### config.mk
export PLATFORM = sky130hd
export DESIGN_NAME = mul_seq_ctrl
export DESIGN_NICKNAME = d
export VERILOG_FILES = /design/src/rtl/mul_seq_ctrl.sv
export SDC_FILE = /design/constraint.sdc
export NUM_CORES = 1
export LEC_CHECK = 0
export ABC_AREA = 1
export CAP_MARGIN = 5
export CORE_MARGIN = 2
export CORE_UTILIZATION = 34
export CTS_BUF_LIST = sky130_fd_sc_hd__clkbuf_8
export CTS_CLUSTER_DIAMETER = 30
export CTS_CLUSTER_SIZE = 10
export DETAILED_ROUTE_END_ITERATION = 8
export DONT_BUFFER_PORTS = 1
export PLACE_DENSITY = 0.54
export SLEW_MARGIN = 20
export SYNTH_ARGS = -nofsm -noshare
export SYNTH_HDL_FRONTEND = slang
export SYNTH_SLANG_ARGS = --single-unit
### constraint.sdc
create_clock -name clk -period 3.15 [get_ports clk]
set_clock_uncertainty 0.2 [all_clocks]
set_input_delay 0.63 -clock clk [delete_from_list [all_inputs] [get_ports clk]]
set_output_delay 0.63 -clock clk [all_outputs]
set_load 0.02 [all_outputs]
### src/rtl/mul_seq_ctrl.sv
`timescale 1ns/1ps
// mul_seq_ctrl: multi-cycle sequencer for the EX-stage radix-2 Booth
// multiplier (RV32M MUL, MULH, MULHSU, MULHU).
// One request is accepted in IDLE. RUN retires one Booth pair per cycle,
// and DONE presents the selected half of the 64-bit product for one cycle.
// Optional build macro: MUL_EARLY_OUT_EN. When it is defined, RUN ends as
// soon as the remaining multiplier bits are uniform.
module mul_seq_ctrl #(
  parameter int XLEN = 32
) (
  input  logic            clk,
  input  logic            rst_n,
  input  logic            req_valid,
  output logic            req_ready,
  input  logic [1:0]      req_op,
  input  logic [XLEN-1:0] req_rs1,
  input  logic [XLEN-1:0] req_rs2,
  input  logic            flush,
  output logic            stall,
  output logic            rsp_valid,
  output logic [XLEN-1:0] rsp_data
);

  localparam int EXT_W = XLEN + 1;       // 33-bit extended operands
  localparam int ACC_W = 2 * EXT_W;      // 66-bit accumulator
  localparam logic [5:0] K_LAST = 6'(XLEN);

  typedef enum logic [1:0] {
    IDLE,
    RUN,
    DONE
  } state_t;

  localparam logic [1:0] OP_MUL    = 2'b00;
  localparam logic [1:0] OP_MULH   = 2'b01;
  localparam logic [1:0] OP_MULHSU = 2'b10;

  state_t           state;
  logic [5:0]       k;
  logic [1:0]       op_q;
  logic [ACC_W-1:0] acc;
  logic [ACC_W-1:0] mcand;      // multiplicand, already shifted left by k
  logic [EXT_W:0]   mplr;       // {b[32:0], b[-1]}, shifted right by k
  logic             rsp_valid_q;

  logic             accept;
  logic             rs1_signed;
  logic             rs2_signed;
  logic [EXT_W-1:0] rs1_ext;
  logic [EXT_W-1:0] rs2_ext;
  logic [ACC_W-1:0] acc_next;
  logic             finish;

  // Handshake and stall are combinational. The pipeline must freeze in the
  // same cycle that the request is taken. DONE does not stall, so the
  // pipeline advances while the result is written back.
  assign req_ready = (state == IDLE);
  assign accept    = req_valid && req_ready && !flush;
  assign stall     = (state == RUN) || accept;
  // A flush that lands in the DONE cycle kills the pulse it coincides with.
  assign rsp_valid = rsp_valid_q && !flush;

  // Extend the operands to 33 bits so that every op becomes one signed
  // 33x33 multiply.
  assign rs1_signed = (req_op == OP_MULH) || (req_op == OP_MULHSU);
  assign rs2_signed = (req_op == OP_MULH);
  assign rs1_ext    = {rs1_signed & req_rs1[XLEN-1], req_rs1};
  assign rs2_ext    = {rs2_signed & req_rs2[XLEN-1], req_rs2};

  // Booth step for the current pair (b[k], b[k-1]).
  // NOTE: every output of a combinational block gets a default first, so an
  // unlisted case cannot leave it unassigned and infer a latch.
  always_comb begin
    acc_next = acc;
    case (mplr[1:0])
      2'b01:   acc_next = acc + mcand;
      2'b10:   acc_next = acc - mcand;
      default: acc_next = acc;
    endcase
  end

  // Decide whether the pair being processed is the last one.
`ifdef MUL_EARLY_OUT_EN
  // mplr is arithmetic-shifted, so its upper bits copy b[32]. Uniform
  // mplr[33:1] means b[32:k] are all equal, and every later pair is a no-op.
  logic rest_uniform;
  assign rest_uniform = (&mplr[EXT_W:1]) || !(|mplr[EXT_W:1]);
  assign finish       = (k == K_LAST) || rest_uniform;
`else
  assign finish = (k == K_LAST);
`endif

  // Sequencer FSM with registered datapath and response outputs.
  // NOTE: sequential state uses non-blocking assignments only, so every
  // register samples pre-edge values no matter how the statements are ordered.
  // NOTE: the datapath registers are reset as well. A reset in the middle
  // of an operation leaves no stale partial product behind.
  always_ff @(posedge clk or negedge rst_n) begin
    if (!rst_n) begin
      state       <= IDLE;
      k           <= '0;
      op_q        <= OP_MUL;
      acc         <= '0;
      mcand       <= '0;
      mplr        <= '0;
      rsp_valid_q <= 1'b0;
      rsp_data    <= '0;
    end else begin
      rsp_valid_q <= 1'b0;
      case (state)
        IDLE: begin
          if (accept) begin
            op_q  <= req_op;
            mcand <= {{EXT_W{rs1_ext[EXT_W-1]}}, rs1_ext};
            mplr  <= {rs2_ext, 1'b0};
            acc   <= '0;
            k     <= '0;
            state <= RUN;
          end
        end
        RUN: begin
          if (flush) begin
            state <= IDLE;
          end else begin
            acc   <= acc_next;
            mcand <= mcand << 1;
            mplr  <= {mplr[EXT_W], mplr[EXT_W:1]};
            if (finish) begin
              state       <= DONE;
              rsp_valid_q <= 1'b1;
              rsp_data    <= (op_q == OP_MUL) ? acc_next[XLEN-1:0]
                                              : acc_next[2*XLEN-1:XLEN];
            end else begin
              k <= k + 6'd1;
            end
          end
        end
        DONE: begin
          state <= IDLE;
        end
        default: begin
          state <= IDLE;
        end
      endcase
    end
  end

endmodule

; ---- After elaboration in Yosys (flattened, before gate mapping)
; Index checks and enable logic that the tools add are counted.
; W data, S select, Z words.
[word_totals]
reg_bits = 209
elab_cells = 66
in_bits = 70
out_inout_bits = 35
[classes]
add_sub_neg = 3
muxes = 22
reduce_logical = 16
eq_ne = 11
bitwise_logic = 4
[op_table]
columns = operator, n
row1 = $pmux W66 S2, 3
row2 = $mux W66, 4
row3 = $pmux W34 S2, 1
row4 = $add A66 B66 Y66, 1
row5 = $sub A66 B66 Y66, 1
row6 = $mux W34, 1
row7 = $mux W33, 1
row8 = $mux W32, 1
row9 = $mux W6, 3
row10 = $pmux W6 S2, 1
row11 = $reduce_and A3 Y1, 3
row12 = $reduce_and A4 Y1, 2
row13 = $add A6 B1 Y6 const B, 1
row14 = $eq A2 B1 Y1 const B, 3
row15 = $eq A6 B6 Y1 const B, 1
row16 = $mux W2, 3
row17 = $eq A2 B2 Y1 const B, 2
row18 = $logic_not A2 Y1, 2
row19 = $ne A2 B2 Y1 const B, 2
row20 = $pmux W2 S2, 1
row21 = $reduce_and A2 Y1, 2
row22 = $logic_and A1 B1 Y1, 3
row23 = $mux W1, 3
row24 = $ne A3 B1 Y1 const B, 1
row25 = 7 further kinds, 10

; ---- Depth between registers and ports, before layout
; Gate-level depths: netlist of the first run.
[depth]
ltp_word = 5
ltp_mapped = 30
mapped_depth_nobuf = 30

; ---- Worst setup path after synthesis of the first run
; OpenSTA, ideal clock, no wires.
[synth_timing]
path_kind = reg2reg
from = register mcand[0]
to = register rsp_data[20]
n_path_buf = 0
arrival_ps = 3153
stages_incl_launch_ff = 27
required_time_ps = 2833
setup_slack_ps = -319
path_cell_list = dfrtp_1 > inv_2 > ha_1 > nand3_1 > nor2_2 > inv_2 > nor2_4 > inv_2 > nor2_2 > nand4_1 > o21ai_2 > o211ai_1 > xor2_1 > ha_1 > nand2_1 > inv_1 > nand2_1 > nor3_1 > nand2_1 > nor2_1 > nand2_1 > nand3_1 > nand2_1 > nand3_1 > nand3_1 > nand2_1 > nand2_1
[synth_via]
elab_chain_cells = 3
word_cells_on_any_way = 4
cone_classes = 2 x add/sub / 2 x mux
[synth_rtl]
columns = item, line_no
row1 = "start, declared", 42  ; logic [ACC_W-1:0] mcand;
row2 = "start signal, assigned", 114  ; mcand <= {{EXT_W{rs1_ext[EXT_W-1]}}, rs1_ext};
row3 = "start signal, assigned", 126  ; mcand <= mcand << 1;
row4 = $sub A66 B66 Y66 / $add A66 B66 Y66 (equally long branches), "77, 76"
row5 = $pmux W66 S2 (*), 75  ; case (mplr[1:0])
row6 = $mux W32 (*), 131  ; rsp_data <= (op_q == OP_MUL) ? acc_next[XLEN-1:0]
row7 = "end signal, assigned", 131
row8 = "end, declared", 21  ; output logic [XLEN-1:0] rsp_data
; Every way passes the cells marked *; elsewhere a longest branch is shown, timed or not.
; A chain may end at the register's enable or synchronous reset.

; ---- Worst setup path after layout of the first run
[layout_timing]
from = register mcand[0]
to = register rsp_data[24]
; The elaborated chain is that of the path after synthesis.

==> metrics.md, run 1 <==
| Metric | Value |
|---|---|
| Status | `complete, but fails checks` |
| Violated checks | `negative hold slack, negative setup slack` |
| Share of layout cells above drive strength 1 | `42.2%` |
| Internal | `0.0157 W` |
| Critical path data arrival time | `4.44 ns` |
| DR vias/cell | `4.98` |
| Worst Path Required | `3.52 ns` |
| Die area | `0.0528 sq mm` |
| Final nets | `3605` |
| Peak VDD IR | `0.000567 V` |
| Largest buffer count on any clock path | `3` |
| Avg Synthesized Cell Area | `6.11 sq um` |
| Finished Cell Area | `0.0285 sq mm` |
| Critical Path End Type | `register` |
| Post-synth cell types | `41` |
| Final Power | `0.0304 W` |
| Worst-skew pair later-pin latency | `0.68 ns` |
| Part of the power in combinational logic | `71.8%` |
| Reg area | `0.00513 sq mm` |
| Final Hold Viols | `205` |
| Worst Max-Slew Pin Slew | `0.903 ns` |
| Worst path max stage delay | `0.38 ns` |
| Multi-input gate area | `0.0137 sq mm` |
| Max_cap viols | `0` |
| Period utilization | `129%` |
| Hold Buf Count CTS | `67` |
| Clk pwr share | `14.7%` |
| Estimated wirelength of the detail-placed design | `58.6 mm` |
| Critical path launch point type | `register` |
| Layout area overhead | `64.3%` |
| Reg power frac | `13.5%` |
| R2R cell count | `26` |
| Final worst setup slack | `-0.920 ns` |
| Seq/Total Area, Yosys | `29.6%` |
| Post-route setup TNS | `-59.92 ns` |
| Maximum clock rate | `246 MHz` |
| Minimum clock period | `4.07 ns` |
| Clock slew at reported path FFs | `0.05 ns` |
| Power per cell area | `1070 mW/mm^2` |
| Yosys warning count | `0` |
| Top-area cell type share of the netlist area | `29.6%` |
| Antenna violations before repair | `0` |
| Fill count | `4764` |
| GPL Wtd Cong | `0.983` |
| Cell Rows | `82` |
| Ant diodes | `0` |
| Largest area contributor in the netlist | `dfrtp_1` |
| Starting density of the core | `34.5%` |
| Sw Pwr | `0.0146 W` |
| Max Slew Vio Count | `0` |
| CORE AREA | `0.0503 sq mm` |
| Die height | `230 microns` |
| Die Wd | `230 microns` |
| Switching share of total power | `48.2%` |
| Post-synthesis register bit count | `205` |
| # H-tree levels | `2` |
| Most frequent cell on the critical path | `nor2_4` |
| Synth top area cells | `dfrtp_1 30%, nand2_1 22%, inv_1 10%` |
| Final ANT Viol Nets | `0` |
| First drt pass iteration count | `6` |
| Cell count after synthesis | `2837` |
| Rel. slew slack | `39.8%` |
| Largest net degree at the start of global routing | `206` |
| Hold slack | `-0.546 ns` |
| Slowest stage cell, crit path | `dfrtp_1` |
| CTS root buf | `clkbuf_8` |
| Critical path class | `reg -> reg` |
| Routed len/inst | `18.7 microns` |
| Via count | `20900` |
| Clock sink total | `205` |
| Top Ports | `105` |
| CTS buffer count | `61` |
| CTS tree | `yes` |
| HP Class | `in -> async` |
| Cell leakage power | `15.0 nW` |
| DRT iter0 DRCs | `1266` |
| RSZ-0062 raised after global routing | `true` |
| DR DRC count | `0` |
| Gr usage total | `28.8%` |
| Cell Area, Placed | `0.0221 sq mm` |
| Vias in the first global route | `20400` |
| Final setup viols | `86` |
| Place WS | `-1.20 ns` |
| Port bufs | `0` |
| Worst Path Max Fanout | `5` |
| Mapped Area | `0.0173 sq mm` |
| Wirelength, routed | `78.4 mm` |
| Total gr overflow | `0` |
| First-pass GRT wire length | `116 mm` |
| Syn_nets | `2976` |
## per-layer routing
metal | wire length (microns) | track usage, % | part of all wire (%) | vias to the layer above
met5 | 0 | 0 | 0 | -
met2 | 35900 | 46.6 | 46 | 605
met1 | 35000 | 39.3 | 45 | 9953
met4 | 3370 | 11.7 | 4.3 | 0
met3 | 4140 | 3.13 | 5.3 | 160
li1 | - | - | - | 10100
## critical path: cells and delay by family, from the launching register on
kind                     cells  cell delay [ns]
AND/OR/NAND/NOR             14             1.60
XOR/XNOR                     1             0.20
AO/OA/AOI/OAI                2             0.48
flip-flops                   1             0.38
buffers and inverters        7             0.67
adder cells (fa/ha/maj)      2             0.42
## per-stage QoR
stage          util, %  cells  hold WS, ns
6_report          56.7   4186       -0.546
5_1_grt           56.7   4186       -0.581
4_1_cts           52.9   4163       -0.597
3_5_place_dp      44.0   3954        0.148
3_3_place_gp      44.0   3954        0.150
2_1_floorplan        -   2837        0.134
## power groups by stage
stage	Sequential, W	Clock, W	Combinational [W]
after floorplan	0.00378	0	0.00797
after global placement	0.00401	0	0.0158
after detailed placement	0.00402	0	0.0159
after CTS	0.00407	0.00456	0.0189
after global routing	0.00418	0.00469	0.0233
final	0.00411	0.00447	0.0218
## synthesized netlist by cell type, drive strengths merged
cell    instances
nand3         158
o22ai           9
clkinv          2
mux2i           4
inv           494
o221ai          4
or2             8
clkbuf         63
and2            4
o41ai           1
o21ai         190
o31ai           2
o21bai          4
nand3b         20
fa              1
a22oi           1
a21oi          95
xor2           72
ha             68
nor3           25
nor2          255
a21o           15
o211ai         68
buf            23
nand4          33
nor4            3
nand2        1010
dfrtp         205
## area by class of cell
cell class | count | share of cell area [%]
clock buffer | 69 | 3.33
clock inverter | 42 | 1.72
inverter | 496 | 6.67
multi-input combinational | 2050 | 48.2
sequential | 205 | 18.0
tap | 672 | 2.95
timing repair buffer | 652 | 19.1
## flip-flops by register name, indices dropped and copies added (netlist names)
name / count
mplr: 34
mcand: 64
k: 6
state: 2
acc: 64
rsp_valid_q: 1
op_q: 2
rsp_data: 32
## cells by family after synthesis
kind of cell             count (synthesis)  share of synthesized area [%]
XOR/XNOR                                72                           3.64
multiplexers                             4                          0.231
adder cells (fa/ha/maj)                 69                           5.02
flip-flops                             205                           29.6
AND/OR/NAND/NOR                       1516                           36.0
buffers and inverters                  582                           12.7
AO/OA/AOI/OAI                          389                           12.8
## cell usage in the layout (no fill, tap or decap), types with 14 or more instances in the layout
cell	count
inv_1	396
o21ai_1	49
buf_4	493
nor2_1	136
nand2_1	696
dlygate4sd3_1	67
ha_4	40
inv_4	16
ha_1	21
nand3b_1	20
xor2_1	56
buf_6	89
clkbuf_8	69
nand2_2	221
inv_2	90
nand3_1	69
a21oi_2	31
o21ai_0	123
nor2_4	82
nand3_4	26
a21oi_4	19
xor2_2	14
dfrtp_1	205
a21o_1	15
nand4_1	33
nand2_4	92
o211ai_1	68
a21oi_1	45
nand3_2	63
o21ai_2	15
clkinv_2	18
nor2_2	37
## path summary, 6_finish.rpt
| kind | startpoint | endpoint | slack, ns |
|---|---|---|---|
| worst max-delay path | mcand[0]$_DFFE_PN0P_ | rsp_data[24]$_DFFE_PN0P_ | -0.92 |
| worst min-delay path | rst_n | mcand[62]$_DFFE_PN0P_ | -0.55 |
| worst max register to register | mcand[0]$_DFFE_PN0P_ | rsp_data[24]$_DFFE_PN0P_ | -0.92 |
| worst min register to register | op_q[0]$_DFFE_PN0P_ | op_q[0]$_DFFE_PN0P_ | 0.31 |
| max in group asynchronous | rst_n | acc[5]$_DFFE_PN0P_ | 2.82 |
| min in group clk | req_valid | op_q[1]$_DFFE_PN0P_ | 0.08 |
## repair_timing
action,4_1_cts,5_1_grt
gates resized for setup,568,487
buffers inserted,35,31
setup endpoints to repair,89,92
gates cloned,0,0
endpoints found under the hold margin,273,205
pin swaps,174,290
No activity file was read; power rests on OpenSTA's default activity.
==> run 2, diff against run 1 <==
--- a/config.mk
+++ b/config.mk
@@ -5,7 +5,7 @@
 export SDC_FILE = /design/constraint.sdc
 export NUM_CORES = 1
 export LEC_CHECK = 0
-export ABC_AREA = 1
+export ABC_AREA = 0
 export CAP_MARGIN = 5
 export CORE_MARGIN = 2
 export CORE_UTILIZATION = 34
==> run 2 against run 1 <==
  * Final cell count shrank 27%
  * Critical endpoint is now rsp_data[19]$_DFFE_PN0P_
  * Total power grew 8.5%
  * Synthesized cell count shrank 35%
  * Largest cell class unchanged
  * Sequential share of layout area grew 2.7 points
  * Non-clock buffer count grew 25
  * Sequential power shrank 4%
  * Combinational power grew 11%
  * Largest power group unchanged
  * Register-to-register slack lost 1.0 ns
  * Flip-flop and latch count is the same
  * Wire length shrank 21%
  * The run still ends with negative hold slack, negative setup slack left
==> metrics.md, run 2 <==
| Metric | Value |
|---|---|
| Leading cell type in the layout, fill and taps excluded | `buf_4` |
| Synth top area cells | `dfrtp_1 35%, nand2_1 8.5%, ha_1 5.9%` |
| Minimum clock period | `5.08 ns (+1.01 ns)` |
| Critical path launch point type | `register` |
| Port bufs | `0 (unchanged)` |
| Final Power | `0.0329 W (+8.5%)` |
| Seq/Total Area, Yosys | `35.3% (+5.7 points)` |
| Share of layout cells above drive strength 1 | `44.6% (+2.4 points)` |
| Wirelength, routed | `62.0 mm (-21%)` |
| Number of synthesized flops with an enable pin | `0 (unchanged)` |
| Most used DFF post-synth | `dfrtp_1` |
| Via count | `16600 (-20%)` |
| First drt pass iteration count | `5 (-1)` |
| Die height | `211 microns (-8.3%)` |
| Worst-skew pair later-pin latency | `0.67 ns (about the same)` |
| Worst path max stage delay | `0.56 ns (+0.18 ns)` |
| First-pass GRT wire length | `92.6 mm (-21%)` |
| Largest buffer count on any clock path | `3 (unchanged)` |
| Post-synthesis register bit count | `205 (unchanged)` |
| CORE AREA | `0.0420 sq mm (-16%)` |
| Worst-path cell chain | `or4_4 > nor3_4 > nor3b_4 > buf_4 > and4bb_4 > and2_4 > nand2_4 > o41ai_4 > xor2_2 > ha_4 > nand2_4 > o21ai_2 > or2_4 > a31oi_4 > or3_4 > o31ai_4 > xnor2_2 > nor3_2 > or4_4 > o21a_1` |
| Worst Path Max Fanout | `3 (-2)` |
| Hold slack | `-0.536 ns (+0.0103 ns)` |
| Final Hold Viols | `205 (unchanged)` |
| Syn_nets | `1985 (-33%)` |
| Largest area contributor in the netlist | `dfrtp_1` |
| Clock slew at reported path FFs | `0.05 ns (about the same)` |
| CTS tree | `yes` |
| Critical path data arrival time | `5.43 ns (+0.99 ns)` |
| Antenna violations before repair | `0 (unchanged)` |
| Asr flop ratio synth | `100% (unchanged)` |
| # H-tree levels | `2 (unchanged)` |
| Gr usage total | `27.0% (-1.8 points)` |
| Cell Rows | `75 (-8.5%)` |
| CP top delay family | `simple AND/OR/NAND/NOR gates` |
| Rel. slew slack | `35.6% (-4.2 points)` |
| Critical Path End Type | `register` |
| Die Wd | `211 microns (-8.3%)` |
| Top Ports | `105 (unchanged)` |
| DRT iter0 DRCs | `1154 (-8.8%)` |
| Fill count | `3615 (-24%)` |
| Buf/Inv on CP | `1 (-6)` |
| Routed len/inst | `20.4 microns (+8.7%)` |
| Multi-input gate area | `0.0117 sq mm (-15%)` |
| Max Slew Vio Count | `0 (unchanged)` |
| Critical path class | `reg -> reg` |
| Post-route setup TNS | `-122.74 ns (-62.82 ns)` |
| Final ANT Viol Nets | `0 (unchanged)` |
| DR DRC count | `0 (unchanged)` |
| Post-synth cell types | `79 (+93%)` |
| Slowest stage cell, crit path | `or4_4` |
| CTS buffer count | `60 (-1.6%)` |
| Vias in the first global route | `16500 (-19%)` |
| Cell leakage power | `11.1 nW (-26%)` |
| GPL Wtd Cong | `0.936 (-4.8%)` |
| HP Class | `in -> async` |
| Largest net degree at the start of global routing | `206 (unchanged)` |
| Post-synth top cells | `329 x nand2_1, 205 x dfrtp_1, 192 x nor2_1` |
| Most frequent cell after synthesis | `nand2_1` |
| RSZ-0062 raised after global routing | `true` |
| Reg area | `0.00513 sq mm (unchanged)` |
| Violated checks | `negative hold slack, negative setup slack` |
| Cell Area, Placed | `0.0188 sq mm (-15%)` |
| DR vias/cell | `5.45 (+9.4%)` |
| Avg Synthesized Cell Area | `7.87 sq um (+29%)` |
| Cell count after synthesis | `1846 (-35%)` |
| CTS root buf | `clkbuf_8` |
| Yosys warning count | `0 (unchanged)` |
| Period utilization | `161% (+32 points)` |
| Maximum clock rate | `197 MHz (-20%)` |
| Worst Path Required | `3.50 ns (-0.02 ns)` |
| Fin util | `58.8% (+2.2 points)` |
| Estimated wirelength of the detail-placed design | `42.2 mm (-28%)` |
| Mapped Area | `0.0145 sq mm (-16%)` |
| Status | `complete, but fails checks` |
| Power per cell area | `1330 mW/mm^2 (+25%)` |
| Top Registers | `acc: 64 flops, mcand: 64 flops, mplr: 34 flops` |
| Worst Max-Slew Pin Slew | `0.966 ns (+0.0631 ns)` |
| Final setup viols | `86 (unchanged)` |
| Die area | `0.0444 sq mm (-16%)` |
| Finished Cell Area | `0.0247 sq mm (-13%)` |
| Starting density of the core | `34.6% (+0.059 points)` |
| Layout area overhead | `70.3%` |
| Final nets | `2594 (-28%)` |
| Max_cap viols | `0 (unchanged)` |
| Peak VDD IR | `0.000642 V (+13%)` |
| Most frequent cells in the layout | `533 x buf_4, 301 x nand2_1, 205 x dfrtp_1` |
| Total gr overflow | `0 (unchanged)` |
| Final worst setup slack | `-1.93 ns (-1.01 ns)` |
| Clock sink total | `205 (unchanged)` |
| Top-area cell type share of the netlist area | `35.3% (+5.7 points)` |
==> run 2: logic make-up after synthesis <==
logic type / after synthesis / share of synthesized area (%)
multiplexers: 11 / 0.861
flip-flops: 205 / 35.3
AO/OA/AOI/OAI: 554 / 23.9
buffers and inverters: 172 / 4.69
XOR/XNOR: 124 / 7.53
AND/OR/NAND/NOR: 711 / 21.7
adder cells (fa/ha/maj): 69 / 5.99
==> run 2: layout make-up <==
cell class / count / area share [%]
Clock inverter: 36 / 1.98
Multi-Input combinational cell: 1469 / 47.1
Clock buffer: 75 / 4.17
Inverter: 42 / 0.637
Sequential cell: 205 / 20.7
Tap cell: 539 / 2.73
Antenna cell: 1 / 0.0101
Timing Repair Buffer: 677 / 22.6
==> run 2: path summary, 6_finish.rpt <==
kind                            slack [ns]  cells after the start                  start                        to
min in group clk                      0.10                      2              req_valid          k[4]$_DFFE_PN0P_
worst max-delay path                 -1.93                     20  mcand[10]$_DFFE_PN0P_  rsp_data[19]$_DFFE_PN0P_
max in group asynchronous             2.62                      0                  rst_n      mplr[20]$_DFFE_PN0P_
worst max register to register       -1.93                     20  mcand[10]$_DFFE_PN0P_  rsp_data[19]$_DFFE_PN0P_
worst min register to register        0.29                      2   mplr[33]$_DFFE_PN0P_      mplr[33]$_DFFE_PN0P_
worst min-delay path                 -0.54                      0                  rst_n       acc[12]$_DFFE_PN0P_
==> run 2: metal layers <==
layer  part of all wire (%)  vias up  GRT usage, %
met5                      0        -             0
met4                    3.9        0          11.6
met3                    6.4      125          5.78
met2                     46      493          42.5
met1                     44     8154          35.8
li1                       -     7810             -
==> run 2: repair_timing <==
action | in CTS | in global routing
cloned | 0 | 0
pin swaps | 160 | 133
buffers inserted | 81 | 56
hold endpoints to repair | 274 | 206
setup endpoints to repair | 89 | 90
hold buffers | 65 | 1
resized for setup | 340 | 229
==> run 2: worst reg2reg max path: cells and delay by family, from the launching register on <==
family	cells	cell delay, ns
AND/OR/NAND/NOR	11	2.69
AO/OA/AOI/OAI	5	0.90
flip-flops	1	0.37
XOR/XNOR	2	0.35
adder cells (fa/ha/maj)	1	0.34
buffers and inverters	1	0.14
==> run 2: where the power goes <==
part	internal [W]	switching (W)	leakage (nW)	total, W
combinational	0.0121	0.0122	7.77	0.0243
clock	0.00307	0.00160	0.787	0.00466
sequential	0.00331	0.000639	2.56	0.00395
==> run 2: through the flow <==
stage          worst slack [ns]  instances
6_report                  -1.93       3044
5_1_grt                   -2.07       3043
4_1_cts                   -1.91       2998
3_5_place_dp              -2.11       2754
3_3_place_gp              -2.03       2754
2_1_floorplan             -1.53       1846
